===== src/rtl/muldiv_pkg.sv =====
// Shared definitions for the iterative multiply/divide unit (op codes, FSM states, default width).
package muldiv_pkg;

  localparam int unsigned MULDIV_DATA_WIDTH = 32;

  typedef enum logic [2:0] {
    MULDIV_OP_MULT  = 3'd0,
    MULDIV_OP_MULTU = 3'd1,
    MULDIV_OP_DIV   = 3'd2,
    MULDIV_OP_DIVU  = 3'd3,
    MULDIV_OP_MTHI  = 3'd4,
    MULDIV_OP_MTLO  = 3'd5
  } muldiv_op_e;

  typedef enum logic [1:0] {
    ST_IDLE = 2'd0,
    ST_RUN  = 2'd1,
    ST_FIX  = 2'd2
  } muldiv_state_e;

endpackage


===== src/rtl/muldiv_sign_fix.sv =====
// Conditional two's-complement negation, used for operand magnitudes and result sign correction.
module muldiv_sign_fix #(
  parameter int unsigned WIDTH = 32
) (
  input  logic [WIDTH-1:0] i_value,
  input  logic             i_negate,
  output logic [WIDTH-1:0] o_value
);

  always_comb begin
    o_value = i_value;
    if (i_negate) o_value = ~i_value + WIDTH'(1);
  end

endmodule


===== src/rtl/muldiv_unit.sv =====
// Iterative MULT/MULTU/DIV/DIVU unit with architectural HI/LO registers and MTHI/MTLO writes.
// Define MULDIV_DIV_EN to build the divide datapath; otherwise DIV/DIVU only pulse done.
module muldiv_unit
  import muldiv_pkg::*;
#(
  parameter int unsigned DATA_WIDTH = MULDIV_DATA_WIDTH
) (
  input  logic                  clock,
  input  logic                  resetn,
  input  logic                  start,
  input  logic [2:0]            op,
  input  logic [DATA_WIDTH-1:0] operand_a,
  input  logic [DATA_WIDTH-1:0] operand_b,
  output logic                  busy,
  output logic                  done,
  output logic [DATA_WIDTH-1:0] hi,
  output logic [DATA_WIDTH-1:0] lo
);

  localparam int unsigned CW = $clog2(DATA_WIDTH);
  localparam int unsigned AW = 2 * DATA_WIDTH;

  muldiv_state_e         r_state;
  logic [CW-1:0]         r_cnt;
  logic [AW-1:0]         r_acc;
  logic [DATA_WIDTH-1:0] r_a;
  logic [DATA_WIDTH-1:0] r_b;
  logic [DATA_WIDTH-1:0] r_hi;
  logic [DATA_WIDTH-1:0] r_lo;
  logic                  r_neg_q;
  logic                  r_busy;
  logic                  r_done;

  logic                  w_signed;
  logic                  w_neg_a;
  logic                  w_neg_b;
  logic                  w_is_iter;
  logic [DATA_WIDTH-1:0] w_mag_a;
  logic [DATA_WIDTH-1:0] w_mag_b;
  logic [DATA_WIDTH:0]   w_mul_sum;
  logic [AW-1:0]         w_mul_next;
  logic [AW-1:0]         w_prod;

`ifdef MULDIV_DIV_EN
  logic                  r_is_div;
  logic                  r_neg_r;
  logic                  r_div0;
  logic                  w_is_div;
  logic [DATA_WIDTH:0]   w_rem_sh;
  logic [DATA_WIDTH:0]   w_diff;
  logic                  w_qbit;
  logic [AW-1:0]         w_div_next;
  logic [DATA_WIDTH-1:0] w_quo;
  logic [DATA_WIDTH-1:0] w_rem;
`endif

  always_comb begin
    w_signed = (op == MULDIV_OP_MULT) || (op == MULDIV_OP_DIV);
    w_neg_a  = w_signed & operand_a[DATA_WIDTH-1];
    w_neg_b  = w_signed & operand_b[DATA_WIDTH-1];
`ifdef MULDIV_DIV_EN
    w_is_div  = (op == MULDIV_OP_DIV) || (op == MULDIV_OP_DIVU);
    w_is_iter = (op == MULDIV_OP_MULT) || (op == MULDIV_OP_MULTU) || w_is_div;
`else
    w_is_iter = (op == MULDIV_OP_MULT) || (op == MULDIV_OP_MULTU);
`endif
  end

  muldiv_sign_fix #(.WIDTH(DATA_WIDTH)) u_fix_a (
    .i_value (operand_a),
    .i_negate(w_neg_a),
    .o_value (w_mag_a)
  );

  muldiv_sign_fix #(.WIDTH(DATA_WIDTH)) u_fix_b (
    .i_value (operand_b),
    .i_negate(w_neg_b),
    .o_value (w_mag_b)
  );

  muldiv_sign_fix #(.WIDTH(AW)) u_fix_prod (
    .i_value (r_acc),
    .i_negate(r_neg_q),
    .o_value (w_prod)
  );

  // Shift-add: the partial product's upper half absorbs the multiplicand, then the whole pair shifts right.
  always_comb begin
    w_mul_sum  = {1'b0, r_acc[AW-1:DATA_WIDTH]} + (r_b[0] ? {1'b0, r_a} : '0);
    w_mul_next = {w_mul_sum, r_acc[DATA_WIDTH-1:1]};
  end

`ifdef MULDIV_DIV_EN
  // Restoring divide: remainder lives in the upper half, quotient bits shift into the lower half.
  always_comb begin
    w_rem_sh   = {r_acc[AW-1:DATA_WIDTH], r_a[DATA_WIDTH-1]};
    w_diff     = w_rem_sh - {1'b0, r_b};
    w_qbit     = ~w_diff[DATA_WIDTH];
    w_div_next = {(w_qbit ? w_diff[DATA_WIDTH-1:0] : w_rem_sh[DATA_WIDTH-1:0]),
                  r_acc[DATA_WIDTH-2:0], w_qbit};
  end

  muldiv_sign_fix #(.WIDTH(DATA_WIDTH)) u_fix_quo (
    .i_value (r_acc[DATA_WIDTH-1:0]),
    .i_negate(r_neg_q),
    .o_value (w_quo)
  );

  muldiv_sign_fix #(.WIDTH(DATA_WIDTH)) u_fix_rem (
    .i_value (r_acc[AW-1:DATA_WIDTH]),
    .i_negate(r_neg_r),
    .o_value (w_rem)
  );
`endif

  always_ff @(posedge clock or negedge resetn) begin
    if (!resetn) begin
      r_state  <= ST_IDLE;
      r_cnt    <= '0;
      r_acc    <= '0;
      r_a      <= '0;
      r_b      <= '0;
      r_hi     <= '0;
      r_lo     <= '0;
      r_neg_q  <= 1'b0;
      r_busy   <= 1'b0;
      r_done   <= 1'b0;
`ifdef MULDIV_DIV_EN
      r_is_div <= 1'b0;
      r_neg_r  <= 1'b0;
      r_div0   <= 1'b0;
`endif
    end else begin
      r_done <= 1'b0;
      case (r_state)
        ST_IDLE: begin
          if (start && w_is_iter) begin
            r_a      <= w_mag_a;
            r_b      <= w_mag_b;
            r_neg_q  <= w_neg_a ^ w_neg_b;
            r_acc    <= '0;
            r_cnt    <= '0;
            r_busy   <= 1'b1;
            r_state  <= ST_RUN;
`ifdef MULDIV_DIV_EN
            r_is_div <= w_is_div;
            r_neg_r  <= w_neg_a;
            r_div0   <= (operand_b == '0);
`endif
          end else if (start) begin
            case (op)
              MULDIV_OP_MTHI: begin
                r_hi   <= operand_a;
                r_done <= 1'b1;
              end
              MULDIV_OP_MTLO: begin
                r_lo   <= operand_a;
                r_done <= 1'b1;
              end
              MULDIV_OP_DIV, MULDIV_OP_DIVU: r_done <= 1'b1;
              default: ;
            endcase
          end
        end
        ST_RUN: begin
`ifdef MULDIV_DIV_EN
          if (r_is_div) begin
            r_acc <= w_div_next;
            r_a   <= r_a << 1;
          end else begin
            r_acc <= w_mul_next;
            r_b   <= r_b >> 1;
          end
`else
          r_acc <= w_mul_next;
          r_b   <= r_b >> 1;
`endif
          r_cnt <= r_cnt + CW'(1);
          if (r_cnt == CW'(DATA_WIDTH - 1)) r_state <= ST_FIX;
        end
        ST_FIX: begin
`ifdef MULDIV_DIV_EN
          if (r_is_div) begin
            r_lo <= r_div0 ? '1 : w_quo;
            r_hi <= w_rem;
          end else begin
            r_hi <= w_prod[AW-1:DATA_WIDTH];
            r_lo <= w_prod[DATA_WIDTH-1:0];
          end
`else
          r_hi <= w_prod[AW-1:DATA_WIDTH];
          r_lo <= w_prod[DATA_WIDTH-1:0];
`endif
          r_done  <= 1'b1;
          r_busy  <= 1'b0;
          r_state <= ST_IDLE;
        end
        default: r_state <= ST_IDLE;
      endcase
    end
  end

  assign busy = r_busy;
  assign done = r_done;
  assign hi   = r_hi;
  assign lo   = r_lo;

endmodule


===== config.mk =====
export PLATFORM = sky130hd
export DESIGN_NAME = muldiv_unit
export DESIGN_NICKNAME = d
export VERILOG_FILES = /design/src/rtl/muldiv_pkg.sv /design/src/rtl/muldiv_sign_fix.sv /design/src/rtl/muldiv_unit.sv
export SDC_FILE = /design/constraint.sdc
export NUM_CORES = 1
export LEC_CHECK = 0
export ABC_AREA = 1
export CAP_MARGIN = 20
export CORE_ASPECT_RATIO = 1.1
export CORE_MARGIN = 8
export CORE_UTILIZATION = 30
export DETAILED_ROUTE_END_ITERATION = 6
export SYNTH_ARGS = -nofsm -noshare
export SYNTH_HDL_FRONTEND = slang
export SYNTH_SLANG_ARGS = --single-unit

===== constraint.sdc =====
create_clock -name clock -period 2.6 [get_ports clock]
set_input_delay 0.39 -clock clock [delete_from_list [all_inputs] [get_ports clock]]
set_output_delay 0.39 -clock clock [all_outputs]
set_load 0.02 [all_outputs]

==> impl_metrics.tcl <==
set metrics [dict create \
    status "completed" \
    placed_cell_area_um2 16600 \
    routed_wl_um 55700 \
    crit_family "compound AO/OA/AOI/OAI gates" \
    synth.distinct_cells 52 \
    cp_data_arrival_time_ns 2.79 \
    crit_type "reg -> reg" \
    root_buffer "clkbuf_16" \
    cp.buffers_inverters 2 \
    start_util_pct 30.3 \
    firstDrtPassIters 6 \
    fin_util_pct 36.9 \
    htreeDepth 1 \
    tritoncts "done" \
    yosysWarningCount 0 \
    crit_path_end_kind "flip-flop" \
    finalMaxSlewViolations 0 \
    seqPwrFrac_pct 28.9 \
    clkSinkCount 202 \
    numCtsBuffers 26 \
    syn2layout_area_growth_pct 21.9 \
    grt_pass1_vias 15000 \
    synth_fa_ha_area_share_pct 3.35 \
    critPathSlowestCell "dfrtp_2" \
    fin_setup_tns_ns 0 \
    synth_top_family_by_area "simple AND/OR/NAND/NOR gates" \
    chipWidth_um 225 \
    fin_hold_ws_ns 0.360 \
    relSlewSlack_pct 48.2 \
    fillers 5150 \
    multiInputGateArea_um2 8020 \
    critical_path.max_fanout 10 \
    dieArea_um2 55400 \
    vdd_drop_max_mv 0.543 \
    final_cell_mix "nand2_1 (578), nor2_1 (383), inv_1 (262)" \
    cts.path.max_buffers 3 \
    p_sw_mw 9.37 \
    hpwl_um 44300 \
    syn_nets 2335 \
    final_nets 2471 \
    worstPathCellList "buf_4, nand2_1, inv_1, ha_1, a21oi_1, o21ai_0, a21oi_1, nand2_1, o21ai_0, o21ai_0" \
    gp_congestion 0.985 \
    worst_path_largest_cell_delay_ns 0.46 \
    power_leakage_nw 8.19 \
    cts.clk_slew.worst_paths_ns 0.06 \
    wl_per_cell_um 18.4 \
    hp-class "in -> async" \
    power_density_nw_per_um2 1110 \
    vias_per_cell 5.09 \
    fin_crit_ns 2.36 \
    hold_violations 0 \
    grt_start_max_net_pins 83 \
    rsz0062_at_grt "no" \
    post_cts_buffers 0 \
    port_buffers 135 \
    cap_violations 0 \
    drtIter0Drc 1290 \
    fin_area_um2 17600 \
    clock_latency_ns 0.57 \
    combPwrFrac_pct 51.4 \
    synth.mux.area_fraction_pct 0 \
    worstSetupStartpointType "flip-flop" \
    dr_total_vias 15400 \
    avgSynthCellArea_um2 6.48 \
    overflow 0 \
    grt_pass1_wl_um 85500 \
    clkPwrFrac_pct 19.8 \
    drc 0 \
    worstMarginPinSlew_ns 0.769 \
    clock.fmax_ghz 0.424 \
    skew_ns 0.0295 \
    layout_commonest_cell "nand2_1" \
    setup_violations 0 \
    grt_use_total_pct 19.6 \
    ys_seq_area_share_pct 35.0 \
    ioPinCount 136 \
    synth_compound_area_share_pct 15.4 \
    synthSimpleGateAreaFrac_pct 34.6 \
    p_total_mw 19.5 \
    core_region_area_um2 47600 \
    p_int_mw 10.1 \
    syn_area_um2 14400 \
    ys_ff_latch 202 \
    crit_top_cell "o21ai_0" \
    post-route-period-util_pct 90.8 \
    sw_frac_of_total_pct 48.2 \
    seqCellArea_um2 5060 \
    antenna_found_initial 10 \
    required_ns 3.03 \
    antenna_left 0 \
    final_layout_size_suffix_gt1_share_pct 5.58 \
    rows 84 \
    netlist_instances 2227 \
    die_y_um 246 \
    synth_xor_xnor_area_share_pct 2.06 \
]
==> registers in the layout, indices dropped and copies added, names as in the netlist <==
name and count:
r_state 2, r_neg_q 1, r_acc 64, r_cnt 5, r_a 32, r_b 32, hi 32, busy 1
lo 32, done 1
==> Yosys cell counts, drive strengths merged <==
cell type,number,area (um^2)
a21boi,1,7.51
a21o,1,7.51
a21oi,145,737
a22o,3,26.3
a22oi,1,7.51
a31oi,5,31.3
a41oi,1,16.3
and2,3,18.8
and3,2,12.5
buf,38,228
clkbuf,36,135
clkinv,3,11.3
dfrtp,202,5050
fa,1,20.0
ha,37,463
inv,265,995
nand2,587,2230
nand3,167,841
nand3b,11,82.6
nand4,21,131
nor2,396,1540
nor3,22,110
nor3b,1,7.51
nor4,1,6.26
o211ai,5,37.5
o21a,1,7.51
o21ai,165,856
o21bai,10,78.8
o221ai,13,114
o22a,1,8.76
o22ai,41,257
o31ai,3,22.5
o32ai,1,8.76
or2,2,15.0
or3b,1,8.76
xnor2,2,17.5
xor2,32,280
==> final timing paths <==
check / start / to / slack [ns] / cells past startpoint
setup / recovery: r_b[0] / r_acc[44] / 0.24 / 10
hold / removal: resetn / r_b[13] / 0.36 / 2
setup reg to reg: r_b[0] / r_acc[44] / 0.24 / 10
hold reg to reg: r_cnt[3] / r_cnt[3] / 0.47 / 1
max in group asynchronous: resetn / r_cnt[4] / 1.36 / 3
min in group clock: r_cnt[3] / r_cnt[3] / 0.47 / 1
==> cell families after synthesis <==
group	Yosys count
simple gates	1214
buf+inv	342
fa+ha+maj	38
xor+xnor	34
compound gates	397
flops	202
==> power by group through the flow <==
| stage | registers, mW | logic (mW) | clock network, mW |
|---|---|---|---|
| floorplan | 5.61 | 6.17 | 0 |
| global placement | 5.61 | 9.79 | 0 |
| detailed placement | 5.64 | 9.88 | 0 |
| CTS | 5.59 | 9.92 | 3.91 |
| global route | 5.77 | 11.0 | 4.04 |
| finish | 5.62 | 10.0 | 3.85 |
==> routing by layer <==
layer / share of wire [%] / up-vias / GRT usage (%)
met3: 7.1 / 114 / 3.40
met1: 42 / 7231 / 25.2
li1: - / 7493 / -
met4: 3.4 / 12 / 5.95
met2: 47 / 570 / 33.2
met5: 0.12 / - / 0
==> layout make-up <==
type                            count  share of cell area (%)
Multi-Input combinational cell   1683                    45.6
Sequential cell                   202                    28.8
Timing Repair Buffer              182                    10.1
Inverter                          268                    5.72
Tap cell                          645                    4.59
Clock buffer                       37                    4.33
Clock inverter                     11                   0.896
Antenna cell                        3                  0.0427
==> timing repair <==
action	in CTS	in global routing
endpoints found under the setup margin	0	9
hold endpoints to repair	50	0
resized for setup	0	2
hold buffers	1	0
==> per-stage QoR <==
step | worst slack [ns] | instances
after floorplan | 0.0949 | 2227
after global placement | 0.0840 | 2979
after detailed placement | 0.0622 | 2979
after CTS | 0.221 | 3028
after global routing | 0.0274 | 3029
final | 0.240 | 3031
==> worst register-to-register path: cells and delay by family (launching register included) <==
| kind | cells | cell delay, ns |
|---|---|---|
| flops | 1 | 0.46 |
| compound gates | 5 | 1.01 |
| fa+ha+maj | 1 | 0.34 |
| simple gates | 2 | 0.22 |
| buf+inv | 2 | 0.23 |
No activity file was read; power rests on OpenSTA's default activity.
